[config.mk]
export PLATFORM = sky130hd
export DESIGN_NAME = fetch_sequencer
export DESIGN_NICKNAME = d
export VERILOG_FILES = /design/src/rtl/fetch_sequencer_pkg.sv /design/src/rtl/fetch_sequencer_pc_next_unit.sv /design/src/rtl/fetch_sequencer.sv
export SDC_FILE = /design/constraint.sdc
export NUM_CORES = 1
export LEC_CHECK = 0
export BUFFER_PORTS_ARGS = -buffer_cell sky130_fd_sc_hd__buf_2
export CAP_MARGIN = 20
export CORE_MARGIN = 2
export CORE_UTILIZATION = 31
export CTS_CLUSTER_DIAMETER = 120
export CTS_CLUSTER_SIZE = 10
export DETAILED_ROUTE_END_ITERATION = 7
export SLEW_MARGIN = 10
export SYNTH_ARGS = -nofsm -noshare
export SYNTH_HDL_FRONTEND = slang
export SYNTH_HIERARCHICAL = 1
export SYNTH_SLANG_ARGS = --single-unit
[constraint.sdc]
create_clock -name CLOCK_50 -period 10.96 [get_ports CLOCK_50]
set_input_delay 0.548 -clock CLOCK_50 [delete_from_list [all_inputs] [get_ports CLOCK_50]]
set_output_delay 0.548 -clock CLOCK_50 [all_outputs]
set_load 0.01 [all_outputs]
[src/rtl/fetch_sequencer_pkg.sv]
// Shared types and constants for the instruction-fetch sequencer.
package fetch_sequencer_pkg;

  localparam int unsigned ADDR_W = 32;
  localparam int unsigned INSN_W = 32;
  localparam int unsigned DEFAULT_DISP_W = 22;

  localparam logic [ADDR_W-1:0] DEFAULT_RESET_VECTOR = 32'h0000_0800;
  localparam logic [INSN_W-1:0] DEFAULT_HALT_WORD    = 32'h0000_0000;

  // Instruction field offsets (op[31:30], a[29], cond[28:25], disp22[21:0])
  localparam int unsigned OP_MSB     = 31;
  localparam int unsigned OP_LSB     = 30;
  localparam int unsigned A_BIT      = 29;
  localparam int unsigned COND_MSB   = 28;
  localparam int unsigned COND_LSB   = 25;
  localparam int unsigned DISP22_MSB = 21;
  localparam int unsigned DISP22_LSB = 0;

  typedef enum logic [1:0] {
    ST_BOOT = 2'd0,
    ST_RUN  = 2'd1,
    ST_HOLD = 2'd2,
    ST_HALT = 2'd3
  } fetch_state_e;

  // Next-PC source: sequential, branch target, or skip past an annulled slot
  typedef enum logic [1:0] {
    PC_SEL_SEQ    = 2'd0,
    PC_SEL_TARGET = 2'd1,
    PC_SEL_SKIP   = 2'd2
  } pc_sel_e;

endpackage

[src/rtl/fetch_sequencer_pc_next_unit.sv]
// Combinational next PC/nPC selection for delayed-branch fetch.
module fetch_sequencer_pc_next_unit
  import fetch_sequencer_pkg::*;
#(
  parameter int unsigned DISP_W = DEFAULT_DISP_W
) (
  input  logic [ADDR_W-1:0] npc_i,
  input  logic [ADDR_W-1:0] br_pc_i,
  input  logic [DISP_W-1:0] br_disp_i,
  input  pc_sel_e           sel_i,
  output logic [ADDR_W-1:0] pc_d_o,
  output logic [ADDR_W-1:0] npc_d_o
);

  logic [ADDR_W-1:0] disp_sext;
  logic [ADDR_W-1:0] target;

  assign disp_sext = {{(ADDR_W-DISP_W){br_disp_i[DISP_W-1]}}, br_disp_i};
  assign target    = br_pc_i + disp_sext;

  // Pick the address pair to load once the current fetch is latched
  always_comb begin
    pc_d_o  = npc_i;
    npc_d_o = npc_i + ADDR_W'(1);
    case (sel_i)
      PC_SEL_TARGET: begin
        pc_d_o  = target;
        npc_d_o = target + ADDR_W'(1);
      end
      PC_SEL_SKIP: begin
        pc_d_o  = br_pc_i + ADDR_W'(2);
        npc_d_o = br_pc_i + ADDR_W'(3);
      end
      default: ;
    endcase
  end

endmodule

[src/rtl/fetch_sequencer.sv]
// Instruction-fetch controller: PC/nPC, instruction register, delayed
// branches with annul, stall hold and halt on the end-of-program word.
module fetch_sequencer
  import fetch_sequencer_pkg::*;
#(
  parameter logic [ADDR_W-1:0] RESET_VECTOR = DEFAULT_RESET_VECTOR,
  parameter int unsigned       DISP_W       = DEFAULT_DISP_W,
  parameter logic [INSN_W-1:0] HALT_WORD    = DEFAULT_HALT_WORD
) (
  input  logic              CLOCK_50,
  input  logic              RESET_InHigh,
  output logic [ADDR_W-1:0] fetch_addr,
  input  logic [INSN_W-1:0] fetch_data,
  input  logic              stall,
  input  logic              br_req,
  input  logic              br_taken,
  input  logic              br_annul,
  input  logic [DISP_W-1:0] br_disp,
  output logic [INSN_W-1:0] ir,
  output logic [ADDR_W-1:0] ir_pc,
  output logic              ir_valid,
  output logic              halted
);

  fetch_state_e      state_q;
  logic [ADDR_W-1:0] pc_q;
  logic [ADDR_W-1:0] npc_q;
  logic [INSN_W-1:0] ir_q;
  logic [ADDR_W-1:0] ir_pc_q;
  logic              ir_valid_q;
  logic              halted_q;

  logic [ADDR_W-1:0] pc_d;
  logic [ADDR_W-1:0] npc_d;

  logic    fetch_en_c;
  logic    br_act_c;
  logic    annul_c;
  logic    halt_c;
  pc_sel_e pc_sel_c;

  // Decide whether this cycle fetches, resolves a branch, or halts
  always_comb begin
    fetch_en_c = ((state_q == ST_RUN) || (state_q == ST_HOLD)) && !stall;
    br_act_c   = fetch_en_c && br_req && ir_valid_q;
    annul_c    = br_act_c && !br_taken && br_annul;
    halt_c     = fetch_en_c && (fetch_data == HALT_WORD) && !annul_c;
    pc_sel_c   = PC_SEL_SEQ;
    if (br_act_c && br_taken) begin
      pc_sel_c = PC_SEL_TARGET;
    end else if (annul_c) begin
      pc_sel_c = PC_SEL_SKIP;
    end
  end

  fetch_sequencer_pc_next_unit #(
    .DISP_W (DISP_W)
  ) u_pc_next_unit (
    .npc_i     (npc_q),
    .br_pc_i   (ir_pc_q),
    .br_disp_i (br_disp),
    .sel_i     (pc_sel_c),
    .pc_d_o    (pc_d),
    .npc_d_o   (npc_d)
  );

  // Sequencer state, PC/nPC and instruction register
  always_ff @(posedge CLOCK_50) begin
    if (RESET_InHigh) begin
      state_q    <= ST_BOOT;
      pc_q       <= RESET_VECTOR;
      npc_q      <= RESET_VECTOR + ADDR_W'(1);
      ir_q       <= '0;
      ir_pc_q    <= '0;
      ir_valid_q <= 1'b0;
      halted_q   <= 1'b0;
    end else begin
      case (state_q)
        ST_BOOT: begin
          state_q <= ST_RUN;
        end
        ST_RUN, ST_HOLD: begin
          if (stall) begin
            state_q <= ST_HOLD;
          end else if (halt_c) begin
            ir_q       <= HALT_WORD;
            ir_pc_q    <= pc_q;
            ir_valid_q <= 1'b0;
            halted_q   <= 1'b1;
            state_q    <= ST_HALT;
          end else begin
            ir_q       <= fetch_data;
            ir_pc_q    <= pc_q;
            ir_valid_q <= !annul_c;
            pc_q       <= pc_d;
            npc_q      <= npc_d;
            state_q    <= ST_RUN;
          end
        end
        ST_HALT: begin
          state_q <= ST_HALT;
        end
        default: begin
          state_q <= ST_BOOT;
        end
      endcase
    end
  end

  assign fetch_addr = pc_q;
  assign ir         = ir_q;
  assign ir_pc      = ir_pc_q;
  assign ir_valid   = ir_valid_q;
  assign halted     = halted_q;

endmodule

Word level (Yosys, flattened, before mapping)
Cells that the tools add are included.
{"block": "word_totals", "out_inout_bits": 98, "register_bits": 132}
{"block": "op_classes", "bitwise_logic": 2, "n_mux": 9, "add_sub_neg": 5, "n_eq_ne": 5, "reduce_logical": 18}
{"cell": "case mux 32 bit (2 select lines)", "n": 2}
{"cell": "adder 32 x 1 -> 32 bit, second input constant", "n": 2}
{"cell": "adder 32 x 2 -> 32 bit, second input constant", "n": 2}
{"cell": "adder 32 bit", "n": 1}
{"cell": "zero test 32 bit", "n": 1}
{"cell": "2-to-1 mux 32 bit", "n": 1}
{"cell": "logical AND 1 bit", "n": 8}
{"cell": "2-to-1 mux 2 bit", "n": 4}
{"cell": "== test 2 bit, second input constant", "n": 3}
{"cell": "case mux 2 bit (3 select lines)", "n": 1}
{"cell": "AND reduction 3 bit", "n": 2}
{"cell": "== test 2 x 1 -> 1 bit, second input constant", "n": 2}
{"cell": "zero test 1 bit", "n": 3}
{"cell": "zero test 2 bit", "n": 1}
{"cell": "NOT 1 bit", "n": 2}
{"cell": "AND reduction 2 bit", "n": 1}
{"cell": "OR reduction 2 bit", "n": 1}
{"cell": "logical OR 1 bit", "n": 1}
{"cell": "2-to-1 mux 1 bit", "n": 1}

Longest topological paths before layout
Gate-level depths: netlist (run 1).
{"block": "depth", "word_depth": 12, "ltp_mapped": 21}

Cells and area by module
The synthesis (run 1) kept the hierarchy.
{"mod": "fetch_sequencer", "cells_per_inst": 602, "instances": 1, "area_each_um2": 5510.3, "seq_area_each_um2": 2642.5}
{"mod": "fetch_sequencer_pc_next_unit", "cells_per_inst": 880, "instances": 1, "area_each_um2": 5418.9, "seq_area_each_um2": 0.0}

Worst setup path after synthesis (run 1)
No wires, ideal clock.
{"block": "synth_path", "kind": "reg2reg", "startpoint": "register state_q[0]", "endpoint": "register npc_q[29]", "arrival_time_ns": 3.959, "stages_incl_launch_ff": 19, "path_slack_ns": 6.930, "synth_period_minus_slack_ns": 4.030, "path_cell_list": "dfxtp_1 inv_1 ha_1 nand4b_1 nor2_1 ha_1 buf_6 inv_4 or4b_4 o221ai_2 a2111oi_2 or4_4 a211oi_4 nand4_4 or3_4 o31a_1 o31ai_1 nand2b_1 mux2i_1"}
{"block": "synth_between", "elab_cells_between_ends": 20, "classes_between": "4 x eq/ne; 3 x mux; 1 x bitwise; 12 x reduce/logical"}
{"item": "from (decl)", "line": "fetch_sequencer.sv:25", "source": "fetch_state_e state_q;"}
{"item": "from (signal assigned)", "line": "fetch_sequencer.sv:70", "source": "state_q <= ST_BOOT;"}
{"item": "from (signal assigned)", "line": "fetch_sequencer.sv:80", "source": "state_q <= ST_RUN;"}
{"item": "from (signal assigned)", "line": "fetch_sequencer.sv:84", "source": "state_q <= ST_HOLD;"}
{"item": "== test 2 x 1 -> 1 bit or == test 2 bit (tied branches)", "line": "fetch_sequencer.sv:44", "source": "fetch_en_c = ((state_q == ST_RUN) || (state_q == ST_HOLD)) && !stall;"}
{"item": "logical OR 1 bit (*)", "line": "fetch_sequencer.sv:44"}
{"item": "logical AND 1 bit (*)", "line": "fetch_sequencer.sv:44"}
{"item": "logical AND 1 bit (*) (2 in a row)", "line": "fetch_sequencer.sv:45", "source": "br_act_c = fetch_en_c && br_req && ir_valid_q;"}
{"item": "logical AND 1 bit (*)", "line": "fetch_sequencer.sv:49", "source": "if (br_act_c && br_taken) begin"}
{"item": "2-to-1 mux 2 bit (*)", "line": "fetch_sequencer.sv:49"}
{"item": "via pc_sel_c[0]", "line": "fetch_sequencer.sv:40", "source": "pc_sel_e pc_sel_c;"}
{"item": "== test 2 bit or == test 2 x 1 -> 1 bit (tied branches)", "line": "fetch_sequencer_pc_next_unit.sv:25", "source": "case (sel_i)"}
{"item": "case mux 32 bit (2 select lines) (*)", "line": "fetch_sequencer_pc_next_unit.sv:25"}
{"item": "via npc_d[29]", "line": "fetch_sequencer.sv:34", "source": "logic [ADDR_W-1:0] npc_d;"}
{"item": "to (signal assigned)", "line": "fetch_sequencer.sv:72", "source": "npc_q <= RESET_VECTOR + ADDR_W'(1);"}
{"item": "to (signal assigned)", "line": "fetch_sequencer.sv:96", "source": "npc_q <= npc_d;"}
{"item": "to (decl)", "line": "fetch_sequencer.sv:27", "source": "logic [ADDR_W-1:0] npc_q;"}
Mark *: on every way through the listed nets, which the timed path passes. The rest lies on a longest branch.
A chain may end at the register's enable or synchronous reset.

Final worst setup path (run 1)
{"block": "layout_path", "startpoint": "register state_q[0]", "endpoint": "register npc_q[24]"}
The elaborated chain is that of the path after synthesis.

==> results of run 1 <==
-- critical path, stage by stage (launching register included) --
cell,delay (ns)
dfxtp_1,0.34
inv_1,0.05
ha_1,0.34
nand4b_1,0.17
nor2_1,0.19
ha_2,0.19
buf_4,0.59
inv_4,0.36
or4b_4,0.63
o221ai_2,0.10
a2111oi_2,0.12
or4_4,0.59
a211oi_2,0.52
nand4_1,0.28
nor3_1,0.31
a31oi_1,0.13
o31ai_1,0.25
nand2b_1,0.08
mux2i_1,0.12
-- stage by stage --
stage | instance area [sq um] | setup WS [ns] | util [%]
6_report | 12600 | 5.49 | 36.3
5_1_grt | 12600 | 5.06 | 36.3
4_1_cts | 12600 | 5.55 | 36.2
3_5_place_dp | 11900 | 5.54 | 34.5
3_3_place_gp | 11900 | 5.64 | 34.5
2_1_floorplan | 10900 | 6.93 | -
-- metal layers --
layer / global-route usage, % / vias to the layer above / routed length (um)
met5: 0 / - / 0
met4: 5.06 / 0 / 568
met3: 4.51 / 41 / 3460
met1: 29.0 / 5235 / 17600
met2: 29.9 / 467 / 15900
li1: - / 5413 / -
-- how the worst max path moves through the flow --
stage | from | to | slack [ns] | cells past startpoint
finish | state_q[0]$_SDFF_PP0_ | npc_q[24]$_SDFFE_PP0P_ | 5.49 | 18
CTS | state_q[0]$_SDFF_PP0_ | npc_q[24]$_SDFFE_PP0P_ | 5.55 | 18
floorplan | state_q[0]$_SDFF_PP0_ | npc_q[29]$_SDFFE_PP0P_ | 6.93 | 18
detailed placement | stall | npc_q[24]$_SDFFE_PP0P_ | 5.54 | 17
global placement | stall | npc_q[24]$_SDFFE_PP0P_ | 5.64 | 17
global route | state_q[0]$_SDFF_PP0_ | npc_q[24]$_SDFFE_PP0P_ | 5.06 | 18
-- final cells by class --
type,instances,area [sq um]
fillers,3652,22000
multi-input cells,1205,7680
flip-flops and latches,132,2640
repair buffers,174,936
well taps,455,569
clock buffers,19,443
clock inverters,12,178
inverters,33,126
-- cells in the mapped netlist, types with 8 or more instances --
cell type,n,share of area (%)
a21oi_1,132,6.0
or2_2,9,0.52
nor2_1,88,3.0
nor3_1,27,1.2
inv_1,31,1.1
buf_1,8,0.27
clkbuf_1,86,3.0
or3_1,9,0.52
a21o_1,9,0.62
o31ai_1,9,0.62
o21a_1,8,0.55
nand2_1,232,8.0
nor4_1,13,0.74
a31oi_1,16,0.92
xor2_1,38,3.0
o21ai_0,64,2.9
nor2b_1,8,0.46
a22oi_1,9,0.62
dfxtp_1,132,24
ha_1,39,4.5
a221oi_1,9,0.72
o31a_1,8,0.64
buf_6,8,0.82
xnor2_1,55,4.4
nand2b_1,138,7.9
mux2i_1,69,6.3
nand4_1,35,2.0
o21ai_1,9,0.41
nand3_1,25,1.1
o311ai_0,33,2.6
and3_1,19,1.1
-- cell families (layout without fill, tap and decap cells) --
family,count (synthesis),after routing,share of synthesized area [%]
compound gates,361,361,21.7
simple gates,636,636,29.3
xor+xnor,93,93,7.45
fa+ha+maj,40,40,4.65
flops,132,132,24.2
buf+inv,145,238,5.71
mux,75,75,6.94
-- power by group --
group	total (mW)	leakage (nW)	switching, mW	internal, mW
sequential	0.497	1.07	0.00718	0.490
combinational	0.149	3.30	0.0920	0.0573
clock	0.619	0.304	0.233	0.387
total	1.27	4.67	0.332	0.934
-- flip-flops by register name, summed over array words and instances, names as in the netlist --
signal	count
fetch_addr	32
halted	1
ir	32
ir_pc	32
ir_valid	1
npc_q	32
state_q	2
==> out/results.ini, run 1 <==
[sta]
rsz0062_at_grt = false
max_freq_mhz = 183
min_period_over_period_pct = 49.9
finalSetupViolations = 0
maxSlewHeadroom_pct = 28.2
fin_crit_ns = 5.47
fin_tns_setup_ns = 0
whs_ns = 0.416
hold_viol = 0
worstMarginPinSlew_ns = 1.08
slew_violations = 0
fin_skew_ns = 0.0104

[logic_synthesis]
ys_ff_latch = 132
syn-num-nets = 1582
yosys_warnings = 6
ys_seq_area_share_pct = 24.2
async_flop_share_pct = 0
synth_area_sq_um = 10900
avgSynthCellArea_sq_um = 7.37
synth-edff-count = 0
ys_types = 84
synthCells = 1482
ys.flop_type = dfxtp_1

[placement]
numPortBuffers = 157
place_hpwl_mm = 26.9
dp.cells = 1998
gp_congestion = 0.877

[die]
dieArea_sq_um = 36800
core_sq_um = 34600
row_count = 68
start_util_pct = 31.6
ios = 158
die_h_um = 192
fp.dieW_um = 192

[global_route]
grt_pass1_vias = 10300
grt.overflow.total = 0
grt_usage_pct = 20.1
grt_max_degree = 120
antenna_found_initial = 0
grt_pass1_wl_mm = 58.0

[detailed_routing]
vias = 11200
drt_iter0_markers = 1016
route.detailed.vias_per_inst = 5.50
drc = 0
final_antenna_net_count = 0
wire_per_inst_um = 18.5
first_pass_iters = 6
wl_mm = 37.5

[clock_tree]
insertion_delay_ns = 0.43
clock-sinks = 132
hold_buffers = 0
clock-root-buffer = clkbuf_16
post_cts_buffers = 0
cts_tree = built
clock_path_buffers = 2
clkTransAtPathRegs_ns = 0.07
cts_resized = 0
cts_htree_levels = 4
cts_buffers = 17

[min_path]
hold_class = in2reg
min_path_cells = 3
holdPathEnd = ir[24]$_SDFFE_PP0P_
hp-start = fetch_data[24]

[pwr]
powerDensity_nw_per_um2 = 101
leakage_nw = 4.67
power_mw = 1.27
ir_drop_uv = 106

[setup_path]
timing.rr.end = npc_q[24]$_SDFFE_PP0P_
cp.required_ns = 11.32
startpoint_type = register
worstPathArrival_ns = 5.84
endpoint_kind = register
crit-reg2reg-launch = state_q[0]$_SDFF_PP0_
r2r_cells = 18
path_class = reg2reg
crit_fanout = 71
r2r_slack_ns = 5.49

[final_layout]
area_delta_synth_final_pct = 15.1
layout.cells.non_filler = 2030
diodes = 0
final_cell_mix = 232 x nand2_1, 156 x buf_2, 137 x nand2b_1
final_nets = 1663
mostFrequentLayoutCell = nand2_1
post_route_cells_drive_above_1_share_pct = 15.7

[status]
status = finished clean

[run]
max_cap_viol_count = 0

Power figures use the tool's default switching activity.
==> inputs of run 2 (changes only) <==
==> constraint.sdc (replaced) <==
create_clock -name CLOCK_50 -period 5.1 [get_ports CLOCK_50]
set_input_delay 0.255 -clock CLOCK_50 [delete_from_list [all_inputs] [get_ports CLOCK_50]]
set_output_delay 0.255 -clock CLOCK_50 [all_outputs]
set_load 0.01 [all_outputs]
==> run 2 against run 1 <==
Net effect: flip-flop and latch count unchanged; global-route usage up 1.1 points; clock power up 100%; register-to-register slack worse by 4.9 ns; routed wire length up 4.2%; via count up 0.78%; setup slack worse by 4.9 ns; largest cell class unchanged; largest power group unchanged; highest routed layer unchanged.
==> out/results.ini, run 2 (synthesis gave the netlist of run 1 again) <==
[setup_path]
cpPeakStageDelay_ns = 0.62  ; about the same
endpoint_kind = register
startpoint_type = register
worstPathArrival_ns = 4.77  ; -1.07 ns
critPathSlowestCell = or4_4
crit_fanout = 6  ; -92%
r2r_slack_ns = 0.63  ; -4.86 ns
cp.required_ns = 5.40  ; -5.92 ns
path_class = reg2reg
path_cells = inv_1, ha_1, nand4b_1, nor2_1, ha_2, inv_4, or4b_4, o221ai_2, a2111oi_2, or4_4, a211oi_4, nand4_4, nor4_2, a31oi_1, o31a_1, nand2b_1, mux2i_1

[detailed_routing]
final_antenna_net_count = 0  ; unchanged
route.detailed.vias_per_inst = 5.47  ; -0.45%
drc = 0  ; unchanged
vias = 11200  ; +0.78%
drt_iter0_markers = 1051  ; +3.4%
wl_mm = 39.1  ; +4.2%
wire_per_inst_um = 19.0  ; +2.9%
first_pass_iters = 5  ; -1

[clock_tree]
post_cts_buffers = 0  ; unchanged
insertion_delay_ns = 0.43  ; about the same
cts_htree_levels = 4  ; unchanged
clkTransAtPathRegs_ns = 0.06  ; about the same
cts_resized = 0  ; unchanged
hold_buffers = 0  ; unchanged
clock_path_buffers = 2  ; unchanged
cts_tree = built
clock-sinks = 132  ; unchanged
clock-root-buffer = clkbuf_16
cts_buffers = 17  ; unchanged

[sta]
min_period_over_period_pct = 87.7  ; +38 points
finalSetupViolations = 0  ; unchanged
max_freq_mhz = 224  ; +22%
maxSlewHeadroom_pct = 37.0  ; +8.8 points
rsz0062_at_grt = false
hold_viol = 0  ; unchanged
whs_ns = 0.118  ; -0.298 ns
worstMarginPinSlew_ns = 0.938  ; -0.139 ns
fin_crit_ns = 4.47  ; -1.00 ns
fin_tns_setup_ns = 0  ; unchanged
fin_skew_ns = 0.0101  ; -0.000287 ns
slew_violations = 0  ; unchanged

[pwr]
switching_share_pct = 27.6  ; +1.4 points
internal_power_mw = 1.91  ; +100%
p_switching_mw = 0.727  ; +120%
ir_drop_uv = 125  ; +18%
seqPwrFrac_pct = 40.4  ; +1.1 points
power_mw = 2.63  ; +110%
powerDensity_nw_per_um2 = 207  ; +110%
power_frac_comb_pct = 12.3  ; +0.5 points
leakage_nw = 4.77  ; +2.1%
clock_power_share_pct = 47.2  ; -1.7 points

[min_path]
hold_class = in2reg

[final_layout]
fillers = 3613  ; -1.1%
final_nets = 1688  ; +1.5%
area_delta_synth_final_pct = 16.3
final_cell_mix = 232 x nand2_1, 156 x buf_2, 137 x nand2b_1
mostFrequentLayoutCell = nand2_1
post_route_cells_drive_above_1_share_pct = 16.9  ; +1.3 points
layout.cells.non_filler = 2055  ; +1.2%
final_design_area_no_fill_sq_um = 12700  ; +1.1%
diodes = 0  ; unchanged

[placement]
gp_congestion = 0.931  ; +6.2%
dp.cells = 2024  ; +1.3%
place_area_sq_um = 12100  ; +1.7%
place_hpwl_mm = 29.0  ; +7.6%
numPortBuffers = 157  ; unchanged

[die]
dieArea_sq_um = 36800  ; unchanged
start_util_pct = 31.6  ; unchanged
ios = 158  ; unchanged
row_count = 68  ; unchanged
core_sq_um = 34600  ; unchanged
die_h_um = 192  ; unchanged
fp.dieW_um = 192  ; unchanged

[status]
status = finished clean

[global_route]
antenna_found_initial = 1  ; +1
grt_pass1_vias = 10600  ; +2.5%
grt.overflow.total = 0  ; unchanged
grt_pass1_wl_mm = 60.6  ; +4.5%
grt_max_degree = 79  ; -34%
grt_usage_pct = 21.1  ; +1.1 points

[run]
max_cap_viol_count = 0  ; unchanged

## run 2: changes by cell type in the layout (fill, tap and decap cells not counted), sizes merged
cell	previous run	this run
buf	174	199
bufinv	4	2
clkbuf	19	20
clkinv	6	5
clkinvlp	1	3
## run 2: final timing paths
path,from,endpoint,cells past startpoint
min reg2reg,halted$_SDFFE_PP0P_,halted$_SDFFE_PP0P_,2
min,fetch_data[24],ir[24]$_SDFFE_PP0P_,3
max,state_q[1]$_SDFF_PP0_,npc_q[31]$_SDFFE_PP0P_,17
max reg2reg,state_q[1]$_SDFF_PP0_,npc_q[31]$_SDFFE_PP0P_,17
## run 2: worst max-delay path: cells and delay by family, from the launching register on
family | cells | cell delay [ns]
DFF | 1 | 0.33
buffers and inverters | 2 | 0.13
and+or+nand+nor | 7 | 2.23
AOI/OAI and AO/OA | 5 | 0.99
adders and majority gates | 2 | 0.61
muxes | 1 | 0.06
## run 2: metal layers
metal | vias up | wire length (um) | track usage (%)
li1 | 5456 | - | -
met1 | 5311 | 18500 | 29.7
met2 | 416 | 16400 | 31.4
met3 | 60 | 3360 | 5.54
met4 | 0 | 855 | 6.45
met5 | - | 0 | 0
## run 2: per-stage QoR
step | util (%) | setup WS [ns]
5_1_grt | 36.7 | 0.304
3_3_place_gp | 35.1 | 0.790
6_report | 36.7 | 0.629
2_1_floorplan | - | 1.07
3_5_place_dp | 35.1 | 0.674
4_1_cts | 36.7 | 0.668
## run 2: layout make-up
cell class	count	area [sq um]	share of cell area (%)
clock buffer	20	447	3.51
clock inverter	11	128	1.00
inverter	33	126	0.994
multi-input combinational	1205	7680	60.4
sequential	132	2640	20.8
tap	455	569	4.48
timing repair buffer	199	1120	8.78
## run 2: power groups by stage
stage | sequential, mW | combinational, mW | clock, mW
6_report | 1.07 | 0.325 | 1.24
5_1_grt | 1.07 | 0.355 | 1.30
4_1_cts | 1.07 | 0.324 | 1.27
3_5_place_dp | 1.09 | 0.323 | 0
3_3_place_gp | 1.09 | 0.320 | 0
2_1_floorplan | 1.10 | 0.211 | 0
